$ cat config.mk
export PLATFORM = sky130hd
export DESIGN_NAME = id_scoreboard_flat
export DESIGN_NICKNAME = d
export VERILOG_FILES = /design/src/rtl/id_scoreboard_pkg.sv /design/src/rtl/id_scoreboard_if.sv /design/src/rtl/id_scoreboard_lookup.sv /design/src/rtl/id_scoreboard.sv /design/src/flat_wrapper.sv
export SDC_FILE = /design/constraint.sdc
export NUM_CORES = 1
export LEC_CHECK = 0
export BUFFER_PORTS_ARGS = -buffer_cell sky130_fd_sc_hd__buf_2
export CAP_MARGIN = 15
export CELL_PAD_IN_SITES_DETAIL_PLACEMENT = 0
export CELL_PAD_IN_SITES_GLOBAL_PLACEMENT = 1
export CORE_MARGIN = 8
export CORE_UTILIZATION = 43
export CTS_CLUSTER_DIAMETER = 120
export DETAILED_ROUTE_END_ITERATION = 10
export GPL_ROUTABILITY_DRIVEN = 0
export PLACE_DENSITY_LB_ADDON = 0.1
export SLEW_MARGIN = 15
export SYNTH_ARGS = -nofsm -noshare
export SYNTH_HDL_FRONTEND = slang
export SYNTH_SLANG_ARGS = --single-unit
$ cat constraint.sdc
create_clock -name clk -period 4.1 [get_ports clk]
set_input_delay 0.205 -clock clk [delete_from_list [all_inputs] [get_ports clk]]
set_output_delay 0.205 -clock clk [all_outputs]
set_load 0.05 [all_outputs]
$ cat src/rtl/id_scoreboard_pkg.sv
// Shared CPU pipeline definitions: scoreboard entry layout, stage indices and result latencies.
package id_scoreboard_pkg;

  localparam int unsigned SCB_LAT_MAXW = 4;

  typedef struct packed {
    logic                    valid;
    logic [4:0]              dst;
    logic [SCB_LAT_MAXW-1:0] lat;
  } scb_entry_t;

  localparam int unsigned STG_EXE  = 0;
  localparam int unsigned STG_MEM  = 1;
  localparam int unsigned STG_MEM2 = 2;
  localparam int unsigned STG_WB   = 3;

  localparam int unsigned LAT_ALU  = 0;
  localparam int unsigned LAT_MFC0 = 1;
  localparam int unsigned LAT_LOAD = 2;

  // 0 selects the register file, k+1 selects stage k.
  function automatic int unsigned scb_sel_width(input int unsigned nstage);
    return $clog2(nstage + 1);
  endfunction

endpackage

$ cat src/rtl/id_scoreboard_if.sv
// ID-stage <-> scoreboard signal bundle; master is the ID stage, slave is the scoreboard.
interface id_scoreboard_if #(
  parameter int unsigned NSTAGE = 4,
  parameter int unsigned NSRC   = 2,
  parameter int unsigned LATW   = 2
);
  localparam int unsigned SELW = id_scoreboard_pkg::scb_sel_width(NSTAGE);

  logic                   id_issue;
  logic                   id_rfwr;
  logic [4:0]             id_dst;
  logic [LATW-1:0]        id_lat;
  logic [NSRC*5-1:0]      id_src;
  logic [NSRC-1:0]        id_src_rd;
  logic                   pipe_adv;
  logic [NSTAGE-1:0]      flush_mask;
  logic [NSRC*SELW-1:0]   fwd_sel;
  logic                   id_stall;
  logic                   scb_busy;

  modport master (
    output id_issue, id_rfwr, id_dst, id_lat, id_src, id_src_rd, pipe_adv, flush_mask,
    input  fwd_sel, id_stall, scb_busy
  );

  modport slave (
    input  id_issue, id_rfwr, id_dst, id_lat, id_src, id_src_rd, pipe_adv, flush_mask,
    output fwd_sel, id_stall, scb_busy
  );
endinterface

$ cat src/rtl/id_scoreboard_lookup.sv
// Priority match of one source operand against the in-flight entries (youngest producer wins).
module scb_operand_lookup
  import id_scoreboard_pkg::*;
#(
  parameter int unsigned NSTAGE = 4,
  parameter int unsigned SELW   = 3
) (
  input  scb_entry_t [NSTAGE-1:0] entries,
  input  logic [4:0]              src,
  input  logic                    rd,
  output logic [SELW-1:0]         fwd_sel,
  output logic                    stall
);

  logic        hit;
  int unsigned hit_k;

  always_comb begin
    hit   = 1'b0;
    hit_k = 0;
    // Scan oldest to youngest so the lowest matching index is the one kept.
    for (int unsigned k = NSTAGE; k > 0; k--) begin
      if (entries[k-1].valid && (entries[k-1].dst == src)) begin
        hit   = 1'b1;
        hit_k = k - 1;
      end
    end
  end

  always_comb begin
    fwd_sel = '0;
    stall   = 1'b0;
    if (rd && (src != '0) && hit) begin
      if (32'(entries[hit_k].lat) <= hit_k)
        fwd_sel = SELW'(hit_k + 1);
      else
        stall = 1'b1;
    end
  end

endmodule

$ cat src/rtl/id_scoreboard.sv
// In-flight destination tracker for ID forwarding/stall decisions.
// Optional stall-cycle performance counter enabled by defining SCB_PERF_CNT_EN.
module id_scoreboard
  import id_scoreboard_pkg::*;
#(
  parameter int unsigned NSTAGE = 4,
  parameter int unsigned NSRC   = 2,
  parameter int unsigned LATW   = 2
) (
  input  logic                  clk,
  input  logic                  resetn,
  id_scoreboard_if.slave        bus
`ifdef SCB_PERF_CNT_EN
  ,
  input  logic                  perf_clr,
  output logic [31:0]           stall_cycles
`endif
);

  localparam int unsigned SELW = scb_sel_width(NSTAGE);

  scb_entry_t [NSTAGE-1:0] stage_q;
  scb_entry_t [NSTAGE-1:0] stage_d;
  logic [NSRC-1:0]         op_stall;
  logic [NSRC*SELW-1:0]    fwd_vec;
  logic                    stall;
  logic                    busy;

  for (genvar i = 0; i < NSRC; i++) begin : g_lookup
    scb_operand_lookup #(
      .NSTAGE (NSTAGE),
      .SELW   (SELW)
    ) u_lookup (
      .entries (stage_q),
      .src     (bus.id_src[i*5 +: 5]),
      .rd      (bus.id_src_rd[i]),
      .fwd_sel (fwd_vec[i*SELW +: SELW]),
      .stall   (op_stall[i])
    );
  end

  assign stall        = bus.id_issue & (|op_stall);
  assign bus.id_stall = stall;
  assign bus.fwd_sel  = fwd_vec;
  assign bus.scb_busy = busy;

  always_comb begin
    busy = 1'b0;
    for (int unsigned k = 0; k < NSTAGE; k++)
      busy = busy | stage_q[k].valid;
  end

  // Shift first, then flush, so a flush also kills an entry issued this cycle.
  always_comb begin
    stage_d = stage_q;
    if (bus.pipe_adv) begin
      for (int unsigned k = 1; k < NSTAGE; k++)
        stage_d[k] = stage_q[k-1];
      stage_d[STG_EXE].valid = bus.id_issue & bus.id_rfwr & ~stall & (bus.id_dst != '0);
      stage_d[STG_EXE].dst   = bus.id_dst;
      stage_d[STG_EXE].lat   = SCB_LAT_MAXW'(bus.id_lat);
    end
    for (int unsigned k = 0; k < NSTAGE; k++)
      if (bus.flush_mask[k])
        stage_d[k].valid = 1'b0;
  end

  always_ff @(posedge clk) begin
    if (!resetn)
      stage_q <= '0;
    else
      stage_q <= stage_d;
  end

`ifdef SCB_PERF_CNT_EN
  always_ff @(posedge clk) begin
    if (!resetn || perf_clr)
      stall_cycles <= '0;
    else if (stall && (stall_cycles != '1))
      stall_cycles <= stall_cycles + 32'd1;
  end
`endif

endmodule

$ cat src/flat_wrapper.sv
// flat-port wrapper written by rule: the top's interface ports become plain ports
module id_scoreboard_flat import id_scoreboard_pkg::*;
#(
  parameter int unsigned NSTAGE = 4,
  parameter int unsigned NSRC   = 2,
  parameter int unsigned LATW   = 2
)
  (clk, resetn, bus_id_issue, bus_id_rfwr, bus_id_dst, bus_id_lat, bus_id_src, bus_id_src_rd, bus_pipe_adv, bus_flush_mask, bus_fwd_sel, bus_id_stall, bus_scb_busy);
  id_scoreboard_if #(.NSTAGE(NSTAGE), .NSRC(NSRC), .LATW(LATW)) bus_i ();
  input  logic clk;
  input  logic resetn;
  input wire logic [$bits(bus_i.id_issue)-1:0] bus_id_issue;
  input wire logic [$bits(bus_i.id_rfwr)-1:0] bus_id_rfwr;
  input wire logic [$bits(bus_i.id_dst)-1:0] bus_id_dst;
  input wire logic [$bits(bus_i.id_lat)-1:0] bus_id_lat;
  input wire logic [$bits(bus_i.id_src)-1:0] bus_id_src;
  input wire logic [$bits(bus_i.id_src_rd)-1:0] bus_id_src_rd;
  input wire logic [$bits(bus_i.pipe_adv)-1:0] bus_pipe_adv;
  input wire logic [$bits(bus_i.flush_mask)-1:0] bus_flush_mask;
  output wire logic [$bits(bus_i.fwd_sel)-1:0] bus_fwd_sel;
  output wire logic [$bits(bus_i.id_stall)-1:0] bus_id_stall;
  output wire logic [$bits(bus_i.scb_busy)-1:0] bus_scb_busy;
  assign bus_i.id_issue = bus_id_issue;
  assign bus_i.id_rfwr = bus_id_rfwr;
  assign bus_i.id_dst = bus_id_dst;
  assign bus_i.id_lat = bus_id_lat;
  assign bus_i.id_src = bus_id_src;
  assign bus_i.id_src_rd = bus_id_src_rd;
  assign bus_i.pipe_adv = bus_pipe_adv;
  assign bus_i.flush_mask = bus_flush_mask;
  assign bus_fwd_sel = bus_i.fwd_sel;
  assign bus_id_stall = bus_i.id_stall;
  assign bus_scb_busy = bus_i.scb_busy;
  id_scoreboard #(.NSTAGE(NSTAGE), .NSRC(NSRC), .LATW(LATW)) u_core (.clk(clk), .resetn(resetn), .bus(bus_i));
endmodule
* Word level (Yosys, flattened, before mapping) *
Cells that the tools add are included.

storage, ports and cells
  register bits after elaboration = 32
  logic and storage cells = 83
  bits of input ports = 28
  output and inout port bits = 8

operators by class
  bitwise gates (word level) = 9
  order comparisons = 4
  equal/unequal tests = 8
  add/subtract/negate cells = 2
  muxes and demuxes = 28
  reductions and logical operators = 20

operators with widths
  operator               number
  $mux W32               6
  $le A4 B32 Y1          2
  $lt A32 B3 Y1 const B  2
  $bmux W10 S2           2
  $eq A5 B5 Y1           8
  $reduce_bool A5 Y1     3
  $logic_and A1 B1 Y1    12
  $mux W1                12
  $mux W3                4
  $reduce_or A2 Y1       5
  $mux W4                2
  $add A3 B1 Y3 const B  2
  $and A1 B1 Y1          4
  $mux W2                2
  $or A1 B1 Y1           3
  $not A1 Y1             2

* Logic depth before layout (Yosys ltp) *
Gate-level depths: netlist of run 1.

  word-level depth = 16
  depth in mapped cells = 14
  depth with buffers taken out = 13

* Modules after synthesis *
From an unflattened synthesis of run 1, not the netlist that was laid out.

unflattened totals
  cell total of the unflattened synthesis = 234
  area, all modules = 2280.9 µm²

by module, submodules not included
  module              sequential area each (µm²)  cells an instance  area each (µm²)  instances
  id_scoreboard       640.6                       110                1255.0           1
  scb_operand_lookup  0.0                         62                 513.0            2

* Least setup slack after synthesis of run 1 *
OpenSTA, ideal clock, no wires.

  kind = input -> output
  start = input port bus_id_src[7]
  end = output port bus_id_stall
  buffers on the path = 1
  cell stages on the path = 13
  required time = 3.895 ns
  arrival time = 3.070 ns
  path slack = 0.825 ns
  cells stage by stage = buf_2 -> xor2_1 -> nor4_1 -> and3_1 -> nand2b_1 -> a21boi_1 -> mux2_2 -> ha_1 -> or2_2 -> o41ai_1 -> o32ai_2 -> o22ai_1 -> and2_1

between the ends
  cells in the longest elaborated chain, start to end = 13
  elaborated cells on any way between the ends = 26
  those cells by class = 1 x order compare; 4 x eq/ne; 12 x mux; 1 x bitwise; 8 x reduce/logical

RTL lines
  what                           RTL line                    text
  start: declaration             flat_wrapper.sv:16          input wire logic [$bits(bus_i.id_src)-1:0] bus_id_src;
  $eq A5 B5 Y1                   id_scoreboard_lookup.sv:23  if (entries[k-1].valid && (entries[k-1].dst == src)) begin
  $logic_and A1 B1 Y1            id_scoreboard_lookup.sv:23
  $mux W2                        id_scoreboard_lookup.sv:23
  $mux W32 (3 in a row)          id_scoreboard_lookup.sv:23
  $bmux W10 S2                   id_scoreboard_lookup.sv:34  if (32'(entries[hit_k].lat) <= hit_k)
  $mux W4 (not written as such)  id_scoreboard_lookup.sv:34
  $le A4 B32 Y1                  id_scoreboard_lookup.sv:34
  $mux W1                        id_scoreboard_lookup.sv:34
  $mux W1 (*)                    id_scoreboard_lookup.sv:33  if (rd && (src != '0) && hit) begin
  $reduce_or A2 Y1 (*)           id_scoreboard.sv:42         assign stall = bus.id_issue & (|op_stall);
  $and A1 B1 Y1 (*)              id_scoreboard.sv:42
  end: declaration               flat_wrapper.sv:21          output wire logic [$bits(bus_i.id_stall)-1:0] bus_id_stall;

Mark *: on every way between the ends. The rest lies on a longest branch, timed or not. The select of a mux whose other input is x is not followed.

* Worst setup path in the final report of run 1 *
  start = register u_core.stage_q[36] (netlist bit)
  end = output port bus_id_stall

between the ends
  cells in the longest elaborated chain, start to end = 13
  elaborated cells on any way between the ends = 34
  those cells by class = 2 x order compare; 2 x eq/ne; 24 x mux; 1 x bitwise; 5 x reduce/logical

RTL lines
  what                           RTL line                    text
  start: declaration             id_scoreboard.sv:22         scb_entry_t [NSTAGE-1:0] stage_q;
  start signal: assignment       id_scoreboard.sv:72         stage_q <= stage_d;
  $eq A5 B5 Y1                   id_scoreboard_lookup.sv:23
  $logic_and A1 B1 Y1            id_scoreboard_lookup.sv:23
  $mux W2                        id_scoreboard_lookup.sv:23
  $mux W32 (3 in a row)          id_scoreboard_lookup.sv:23
  $bmux W10 S2                   id_scoreboard_lookup.sv:34
  $mux W4 (not written as such)  id_scoreboard_lookup.sv:34
  $le A4 B32 Y1                  id_scoreboard_lookup.sv:34
  $mux W1                        id_scoreboard_lookup.sv:34
  $mux W1                        id_scoreboard_lookup.sv:33
  $reduce_or A2 Y1 (*)           id_scoreboard.sv:42
  $and A1 B1 Y1 (*)              id_scoreboard.sv:42

Marks and branches as above.

==> results of run 1 <==
[cell type report]
cell class,count,area share (%)
timing repair buffer,35,7.08
multi-input combinational,183,58.7
clock inverter,3,1.72
tap,70,3.54
clock buffer,5,2.78
sequential,32,25.9
inverter,2,0.303
[kinds of logic (layout without fill, tap and decap cells)]
logic type	count (synthesis)	count (layout)	synth area share, %
and+or+nand+nor	83	83	23.8
xor gates and xnor gates	40	40	15.9
muxes	39	39	17.9
DFF	32	32	29.1
buffers and inverters	19	45	5.05
AOI/OAI and AO/OA	17	17	6.02
adders and majority gates	4	4	2.27
[path summary, 6_finish.rpt]
path | start | end | slack, ns | depth (start not counted)
worst max-delay path | u_core.stage_q[36]$_SDFFE_PN0P_ | bus_id_stall | 0.30 | 13
worst min register to register | u_core.stage_q[1]$_SDFFE_PN0P_ | u_core.stage_q[1]$_SDFFE_PN0P_ | 0.54 | 2
worst min-delay path | bus_flush_mask[3] | u_core.stage_q[39]$_SDFFE_PP0P_ | 0.07 | 2
worst max register to register | u_core.stage_q[36]$_SDFFE_PN0P_ | u_core.stage_q[9]$_SDFFE_PP0P_ | 0.99 | 12
[critical path, delay by kind of cell (launching register included)]
kind                     cells  cell delay (ns)
AO/OA/AOI/OAI                4             0.77
XOR/XNOR                     1             0.18
adder cells (fa/ha/maj)      1             0.26
buffers and inverters        1             0.25
flip-flops                   1             0.35
multiplexers                 1             0.38
AND/OR/NAND/NOR              5             1.12
[per-layer routing]
| layer | global-route usage (%) | vias to the layer above |
|---|---|---|
| met5 | 0 | - |
| met1 | 17.5 | 779 |
| met3 | 3.19 | 6 |
| li1 | - | 865 |
| met4 | 5.16 | 0 |
| met2 | 24.4 | 37 |
[placed cells by master, fill, tap and decap left out, types with 3 or more instances in the layout]
cell	synthesis	final
clkbuf_8	0	5
nor2b_1	29	29
nand3_1	4	4
nand2_1	4	4
nor3b_1	3	3
mux2_2	3	3
mux2i_1	36	36
ha_1	4	4
o21ai_0	3	3
and2_1	4	4
xor2_1	26	26
or4_1	3	3
xnor2_1	14	14
nor2_1	6	6
nor4_1	5	5
dfxtp_1	32	32
and3_1	8	8
buf_2	5	35
nand2b_1	3	3
[where the power goes]
part	switching [mW]	internal [mW]	total, mW
combinational	0.0502	0.0482	0.0984
sequential	0.0117	0.319	0.331
clock	0.124	0.180	0.304
[metrics by stage]
| stage | utilization, % | area [um^2] | worst slack [ns] | instances | total power, mW |
|---|---|---|---|---|---|
| final | 49.1 | 2470 | 0.297 | 330 | 0.733 |
| after global routing | 49.1 | 2470 | 0.0378 | 330 | 0.766 |
| after CTS | 49.1 | 2470 | 0.277 | 330 | 0.742 |
| after detailed placement | 46.9 | 2360 | 0.609 | 322 | 0.438 |
| after global placement | 46.9 | 2360 | 0.605 | 322 | 0.438 |
| after floorplan | - | 2200 | 0.825 | 234 | 0.414 |
==> results.sh, run 1 <==
export IMPL_die_area_um2=7670
export IMPL_cts_resized=0
export IMPL_netlist_area_um2=2200
export IMPL_start_util_pct=43.7
export IMPL_netlist_top_cells_area="dfxtp_1, mux2i_1, xor2_1"
export IMPL_power_leakage_nw=1.09
export IMPL_drive_gt1_share_pct=21.2
export IMPL_diodes=0
export IMPL_synthToLayoutAreaGrowth_pct=12.3
export IMPL_cts_hold_buf=0
export IMPL_fin_crit_sh_pct=92.8
export IMPL_postRouteAntennaNets=0
export IMPL_io_pins=36
export IMPL_yosysSeqAreaShare_pct=29.1
export IMPL_top_layer_used="met4"
export IMPL_cts_tree="yes"
export IMPL_tightest_slew_ns=0.963
export IMPL_synth_distinct_cells=48
export IMPL_synthArstFlopShare_pct=0
export IMPL_netlist_top_cells_count="mux2i_1, dfxtp_1, nor2b_1"
export IMPL_final_nets=291
export IMPL_largest_register_ffs=32
export IMPL_hold_class="input port to register"
export IMPL_cts_root_buf="clkbuf_8"
export IMPL_synth_flop_cell="dfxtp_1"
export IMPL_cp_required_ns=3.89
export IMPL_crit_slowest_cell="mux2_2"
export IMPL_synth_edf_count=0
export IMPL_reg_largest_list="u_core.stage_q x32"
export IMPL_clk_latency_ns=0.29
export IMPL_drc=0
export IMPL_core_um2=5040
export IMPL_rows=26
export IMPL_via_count=1687
export IMPL_wirelength_mm=5.13
export IMPL_grt_pass1_wl_mm=8.66
export IMPL_hpwl_mm=4.01
export IMPL_post_cts_buffers=0
export IMPL_portBuffers=35
export IMPL_wl_met2_mm=2.45
export IMPL_syn_avg_cell_area_um2=9.42
export IMPL_top_register="u_core.stage_q"
export IMPL_finalCriticalPeriod_ns=3.80
export IMPL_critPathKind="register to output port"
export IMPL_path_max_fanout=4
export IMPL_yosysTopAreaCellShare_pct=29.1
export IMPL_antenna_found_initial=0
export IMPL_cts_htree_levels=2
export IMPL_power_density_nw_per_um2=296
export IMPL_slowest_delay_ns=0.38
export IMPL_synth_fp_nets=266
export IMPL_rsz0062_at_grt="no"
export IMPL_cts_path_max_buffers=2
export IMPL_post_synth_top_count_cell="mux2i_1"
export IMPL_overflow=0
export IMPL_m1WireLength_mm=2.41
export IMPL_startpoint_type="register"
export IMPL_grt_pass1_vias=1785
export IMPL_num_fill_cells=520
export IMPL_cp_end_kind="output port"
export IMPL_whs_ns=0.0689
export IMPL_yosysTopAreaCell="dfxtp_1"
export IMPL_drv_cap=0
export IMPL_seq_area_um2=641
export IMPL_path_cells="xor2_1, nor4_1, and3_1, nand2b_1, a21boi_1, mux2_2, ha_1, or2_2, o41ai_1, o32ai_2, o22ai_1, and2_1, buf_2"
export IMPL_arrival_ns=3.60
export IMPL_syn_inst=234
export IMPL_max_freq_mhz=263
export IMPL_hold_viol=0
export IMPL_drtIter0Drc=55
export IMPL_clk_pin_slew_ns=0.07
export IMPL_yosys_warnings=0
export IMPL_finClkSkew_ns=0.00345
export IMPL_multi_input_area_um2=1450
export IMPL_tns_ns=0
export IMPL_routedWlPerCell_um=15.5
export IMPL_die_h_um=87.6
export IMPL_numCtsBuffers=5
export IMPL_firstDrtPassIters=4
export IMPL_outcome="finished, final reports clean"
export IMPL_cts_sinks=32
export IMPL_relSlewSlack_pct=35.8
export IMPL_finalMaxSlewViolations=0
export IMPL_peakVddDrop_mv=0.164
export IMPL_ys_seq_elements=32
export IMPL_die_x_um=87.6
export IMPL_grt_start_max_net_pins=34
export IMPL_grtUsageTotal_pct=14.5
export IMPL_met3RoutedLength_um=191
export IMPL_avgViaCountPerCell=5.11
export IMPL_setup_viol=0
(Power assumes the default switching activity.)
==> run 2, diff against run 1 <==
--- a/config.mk
+++ b/config.mk
@@ -5,11 +5,12 @@
 export SDC_FILE = /design/constraint.sdc
 export NUM_CORES = 1
 export LEC_CHECK = 0
+export ABC_CLOCK_PERIOD_IN_PS = 4100
 export BUFFER_PORTS_ARGS = -buffer_cell sky130_fd_sc_hd__buf_2
 export CAP_MARGIN = 15
 export CELL_PAD_IN_SITES_DETAIL_PLACEMENT = 0
 export CELL_PAD_IN_SITES_GLOBAL_PLACEMENT = 1
-export CORE_MARGIN = 8
+export CORE_MARGIN = 4
 export CORE_UTILIZATION = 43
 export CTS_CLUSTER_DIAMETER = 120
 export DETAILED_ROUTE_END_ITERATION = 10
==> run 2 against run 1 <==
Effect of this change: clock power is essentially flat; worst hold slack gained 0.0043 ns; cell area shrank 0.30%; sequential share of layout area grew 0.079 points; via count grew 1.0%; setup slack lost 0.027 ns.
==> results.sh, run 2 (same netlist as run 1, synthesis figures left out) <==
export IMPL_internal_power_uw=548
export IMPL_io_pins=36
export IMPL_hold_viol=0
export IMPL_final_nets=291
export IMPL_cts_hold_buf=0
export IMPL_drv_cap=0
export IMPL_grt_pass1_vias=1634
export IMPL_top_register="u_core.stage_q"
export IMPL_power_frac_comb_pct=13.5
export IMPL_cts_path_max_buffers=2
export IMPL_total_power_uw=729
export IMPL_placedCellCount=319
export IMPL_p_switching_uw=182
export IMPL_core_um2=4850
export IMPL_r2r_slack_ns=0.95
export IMPL_rows=25
export IMPL_whs_path_depth=2
export IMPL_post_cts_buffers=0
export IMPL_grt_pass1_wl_mm=8.45
export IMPL_outcome="finished, final reports clean"
export IMPL_cts_root_buf="clkbuf_8"
export IMPL_portBuffers=35
export IMPL_firstDrtPassIters=4
export IMPL_clk_pin_slew_ns=0.07
export IMPL_max_freq_mhz=261
export IMPL_grtUsageTotal_pct=17.6
export IMPL_finalCriticalPeriod_ns=3.83
export IMPL_rr_worst_depth=12
export IMPL_antenna_found_initial=0
export IMPL_cp_required_ns=3.89
export IMPL_startpoint_type="register"
export IMPL_crit_slowest_cell="mux2_2"
export IMPL_via_count=1704
export IMPL_cp_depth=13
export IMPL_drtIter0Drc=50
export IMPL_dp_slack_ns=0.606
export IMPL_start_util_pct=45.5
export IMPL_path_max_fanout=4
export IMPL_power_share_sequential_pct=45.3
export IMPL_die_h_um=79.6
export IMPL_relSlewSlack_pct=38.0
export IMPL_critPathKind="register to output port"
export IMPL_tightest_slew_ns=0.930
export IMPL_fin_ws_ns=0.270
export IMPL_whs_ns=0.0732
export IMPL_power_leakage_nw=1.10
export IMPL_drc=0
export IMPL_hpwl_mm=3.91
export IMPL_synthToLayoutAreaGrowth_pct=11.9
export IMPL_final_common_cell="mux2i_1"
export IMPL_arrival_ns=3.63
export IMPL_avgViaCountPerCell=5.21
export IMPL_finalMaxSlewViolations=0
export IMPL_final_cell_mix="mux2i_1, buf_2, dfxtp_1"
export IMPL_fin_cells=327
export IMPL_slowest_delay_ns=0.38
export IMPL_diodes=0
export IMPL_numCtsBuffers=5
export IMPL_wirelength_mm=5.10
export IMPL_cts_sinks=32
export IMPL_setup_viol=0
export IMPL_peakVddDrop_mv=0.182
export IMPL_reg_largest_list="u_core.stage_q x32"
export IMPL_die_x_um=79.6
export IMPL_fin_util_pct=50.9
export IMPL_postRouteAntennaNets=0
export IMPL_routedWlPerCell_um=15.6
export IMPL_hold_class="input port to register"
export IMPL_fin_crit_sh_pct=93.4
export IMPL_largest_register_ffs=32
export IMPL_power_frac_clock_pct=41.2
export IMPL_critPathBufInv=1
export IMPL_grt_start_max_net_pins=34
export IMPL_path_cells="xor2_1, nor4_1, and3_1, nand2b_1, a21boi_1, mux2_2, ha_1, or2_2, o41ai_1, o32ai_2, o22ai_1, and2_1, buf_2"
export IMPL_cts_htree_levels=2
export IMPL_cp_end_kind="output port"
export IMPL_die_area_um2=6340
export IMPL_tns_ns=0
export IMPL_rsz0062_at_grt="no"
export IMPL_finClkSkew_ns=0.00765
export IMPL_drive_gt1_share_pct=20.8
export IMPL_dpl_cell_area_um2=2360
export IMPL_cts_resized=0
export IMPL_cp_top_family="simple AND/OR/NAND/NOR gates"
export IMPL_swShare_pct=24.9
export IMPL_final_area_um2=2470
export IMPL_overflow=0
export IMPL_cts_tree="yes"
export IMPL_power_density_nw_per_um2=296
export IMPL_clk_latency_ns=0.29
[run 2: final timing paths]
kind / start / endpoint
setup / recovery: u_core.stage_q[36]$_SDFFE_PN0P_ / bus_id_stall
hold / removal: bus_flush_mask[1] / u_core.stage_q[19]$_SDFFE_PP0P_
setup reg to reg: u_core.stage_q[36]$_SDFFE_PN0P_ / u_core.stage_q[9]$_SDFFE_PP0P_
hold reg to reg: u_core.stage_q[1]$_SDFFE_PN0P_ / u_core.stage_q[1]$_SDFFE_PN0P_
[run 2: worst reg2reg max path, stage by stage (launching register included)]
cell and delay (ns):
dfxtp_1 0.36, xor2_1 0.17, nor4_1 0.35, and3_1 0.27
nand2b_1 0.08, a21boi_1 0.31, mux2_2 0.38, ha_1 0.26
or2_2 0.29, o41ai_1 0.08, o32ai_2 0.15, o22ai_1 0.24
o21ai_1 0.10
[run 2: area by class of cell]
type / count / area (um^2)
timing repair buffer: 35 / 175
clock buffer: 6 / 72.6
multi-input combinational: 183 / 1450
clock inverter: 2 / 35.0
tap: 67 / 83.8
fill: 485 / 2380
sequential: 32 / 641
inverter: 2 / 7.51
[run 2: per-layer routing]
layer  track usage [%]  vias to the layer above  share of wire, %
met5                 0                        -                 0
met4              5.67                        0              0.76
met3              5.53                        4               5.4
met2              28.0                       35                48
met1              22.6                      803                46
li1                  -                      862                 -
[run 2: power by group through the flow]
| stage | Sequential (mW) | Clock, mW | Combinational [mW] |
|---|---|---|---|
| 2_1_floorplan | 0.334 | 0 | 0.0799 |
| 5_1_grt | 0.332 | 0.329 | 0.109 |
| 3_5_place_dp | 0.338 | 0 | 0.0997 |
| 6_report | 0.331 | 0.301 | 0.0982 |
| 3_3_place_gp | 0.338 | 0 | 0.0990 |
| 4_1_cts | 0.331 | 0.312 | 0.0998 |
==> run 3, diff against run 2 <==
--- a/config.mk
+++ b/config.mk
@@ -20,3 +20,4 @@
 export SYNTH_ARGS = -nofsm -noshare
 export SYNTH_HDL_FRONTEND = slang
 export SYNTH_SLANG_ARGS = --single-unit
+export TNS_END_PERCENT = 1
==> constraint.sdc (replaced) <==
create_clock -name clk -period 4.1 [get_ports clk]
set_input_delay 0.82 -clock clk [delete_from_list [all_inputs] [get_ports clk]]
set_output_delay 0.82 -clock clk [all_outputs]
set_load 0.05 [all_outputs]
==> run 3 against run 2 <==
Effect of this change: the flow now finishes with violations (negative setup slack); critical path depth increased by 2; die area unchanged; largest cell class unchanged; combinational power rose by 29%; utilization grew 11 points; flip-flop and latch count stayed put; critical path type is now input port to output port; wire length rose by 16%; first-iteration DRC count is 84% higher; largest power group unchanged; final cell count increased by 14%; global-route usage rose by 2.6 points; critical endpoint unchanged; total power fell by 2.4%.
==> results.sh, run 3 (same netlist as run 1, synthesis figures left out) <==
export IMPL_tns_ns=-0.698
export IMPL_die_area_um2=6340
export IMPL_cts_root_buf="clkbuf_8"
export IMPL_finClkSkew_ns=0.00326
export IMPL_outcome="finished, violations left"
export IMPL_cts_sinks=32
export IMPL_die_x_um=79.6
export IMPL_final_common_cell="buf_4"
export IMPL_tightest_slew_ns=0.931
export IMPL_postRouteAntennaNets=0
export IMPL_power_density_nw_per_um2=236
export IMPL_startpoint_type="input port"
export IMPL_placedCellCount=353
export IMPL_drv_cap=0
export IMPL_finalMaxSlewViolations=0
export IMPL_dp_slack_ns=-0.476
export IMPL_drtIter0Drc=92
export IMPL_violations="negative setup slack"
export IMPL_via_count=1859
export IMPL_avgViaCountPerCell=4.98
export IMPL_critPathKind="input port to output port"
export IMPL_cp_end_kind="output port"
export IMPL_grtUsageTotal_pct=20.2
export IMPL_io_pins=36
export IMPL_dpl_cell_area_um2=2670
export IMPL_hold_class="register to register"
export IMPL_fin_crit_sh_pct=105
export IMPL_grt_pass1_wl_mm=9.85
export IMPL_rr_worst_depth=13
export IMPL_hold_viol=0
export IMPL_peakVddDrop_mv=0.171
export IMPL_portBuffers=35
export IMPL_cp_required_ns=3.28
export IMPL_drive_gt1_share_pct=39.2
export IMPL_clk_latency_ns=0.28
export IMPL_numCtsBuffers=5
export IMPL_cts_hold_buf=0
export IMPL_clk_pin_slew_ns=0.06
export IMPL_whs_ns=0.555
export IMPL_path_max_fanout=4
export IMPL_diodes=0
export IMPL_rows=25
export IMPL_fin_cells=373
export IMPL_grt_start_max_net_pins=34
export IMPL_cts_tree="yes"
export IMPL_setup_viol=5
export IMPL_die_h_um=79.6
export IMPL_core_um2=4850
export IMPL_finalCriticalPeriod_ns=4.31
export IMPL_total_power_uw=712
export IMPL_final_area_um2=3020
export IMPL_final_nets=337
export IMPL_cts_htree_levels=2
export IMPL_largest_register_ffs=32
export IMPL_rsz0062_at_grt="yes"
export IMPL_relSlewSlack_pct=37.9
export IMPL_firstDrtPassIters=3
export IMPL_drc=0
export IMPL_hpwl_mm=4.41
export IMPL_final_cell_mix="buf_4, mux2i_1, dfxtp_1"
export IMPL_antenna_found_initial=0
export IMPL_routedWlPerCell_um=15.9
export IMPL_overflow=0
export IMPL_power_leakage_nw=1.36
export IMPL_cts_path_max_buffers=2
export IMPL_reg_largest_list="u_core.stage_q x32"
export IMPL_wirelength_mm=5.93
export IMPL_start_util_pct=45.5
export IMPL_fin_ws_ns=-0.212
export IMPL_synthToLayoutAreaGrowth_pct=37.1
export IMPL_whs_path_depth=2
export IMPL_grt_pass1_vias=2036
export IMPL_max_freq_mhz=232
export IMPL_fin_util_pct=62.3
export IMPL_top_register="u_core.stage_q"
export IMPL_arrival_ns=3.49
[run 3: cell types whose count changed in the layout (fill, tap and decap cells not counted), sizes merged]
cell | previous run | this run
bufinv | 1 | 0
clkbuf | 6 | 7
buf | 35 | 81
clkinv | 1 | 0
clkinvlp | 0 | 1
[run 3: cell type report]
class	instances	area, um^2
clock inverters	1	7.51
flip-flops and latches	32	641
inverters	2	7.51
repair buffers	81	592
clock buffers	7	86.3
multi-input cells	183	1600
fillers	425	1830
well taps	67	83.8
[run 3: final timing paths]
check,slack (ns),to,from
setup reg to reg,1.13,u_core.stage_q[9]$_SDFFE_PP0P_,u_core.stage_q[36]$_SDFFE_PN0P_
setup / recovery,-0.21,bus_id_stall,bus_id_src[8]
hold reg to reg,0.56,u_core.stage_q[31]$_SDFFE_PN0P_,u_core.stage_q[31]$_SDFFE_PN0P_
hold / removal,0.56,u_core.stage_q[31]$_SDFFE_PN0P_,u_core.stage_q[31]$_SDFFE_PN0P_
[run 3: power breakdown]
group / internal, mW / total [mW] / switching, mW
Clock: 0.136 / 0.253 / 0.117
Combinational: 0.0672 / 0.127 / 0.0600
Sequential: 0.319 / 0.331 / 0.0118
[run 3: what timing repair did]
item | 4_1_cts | 5_1_grt
endpoints found under the setup margin | 5 | 5
pin swaps | 16 | 10
setup buffers | 11 | 1
gates resized for setup | 31 | 8
[run 3: critical path, stage by stage]
cell     delay (ns)
buf_6          0.10
xor2_1         0.14
nor4_2         0.29
and3_1         0.30
nor2_2         0.09
nor2_4         0.15
mux2i_1        0.10
mux2_4         0.29
ha_4           0.25
or2_4          0.11
o41ai_4        0.07
o32ai_2        0.33
o22ai_2        0.13
and2_4         0.16
buf_8          0.14
[run 3: metal layers]
metal,global-route usage [%],part of all wire [%]
met5,0,0
met3,3.72,2.5
met4,7.56,1.6
met1,24.5,46
met2,35.1,50
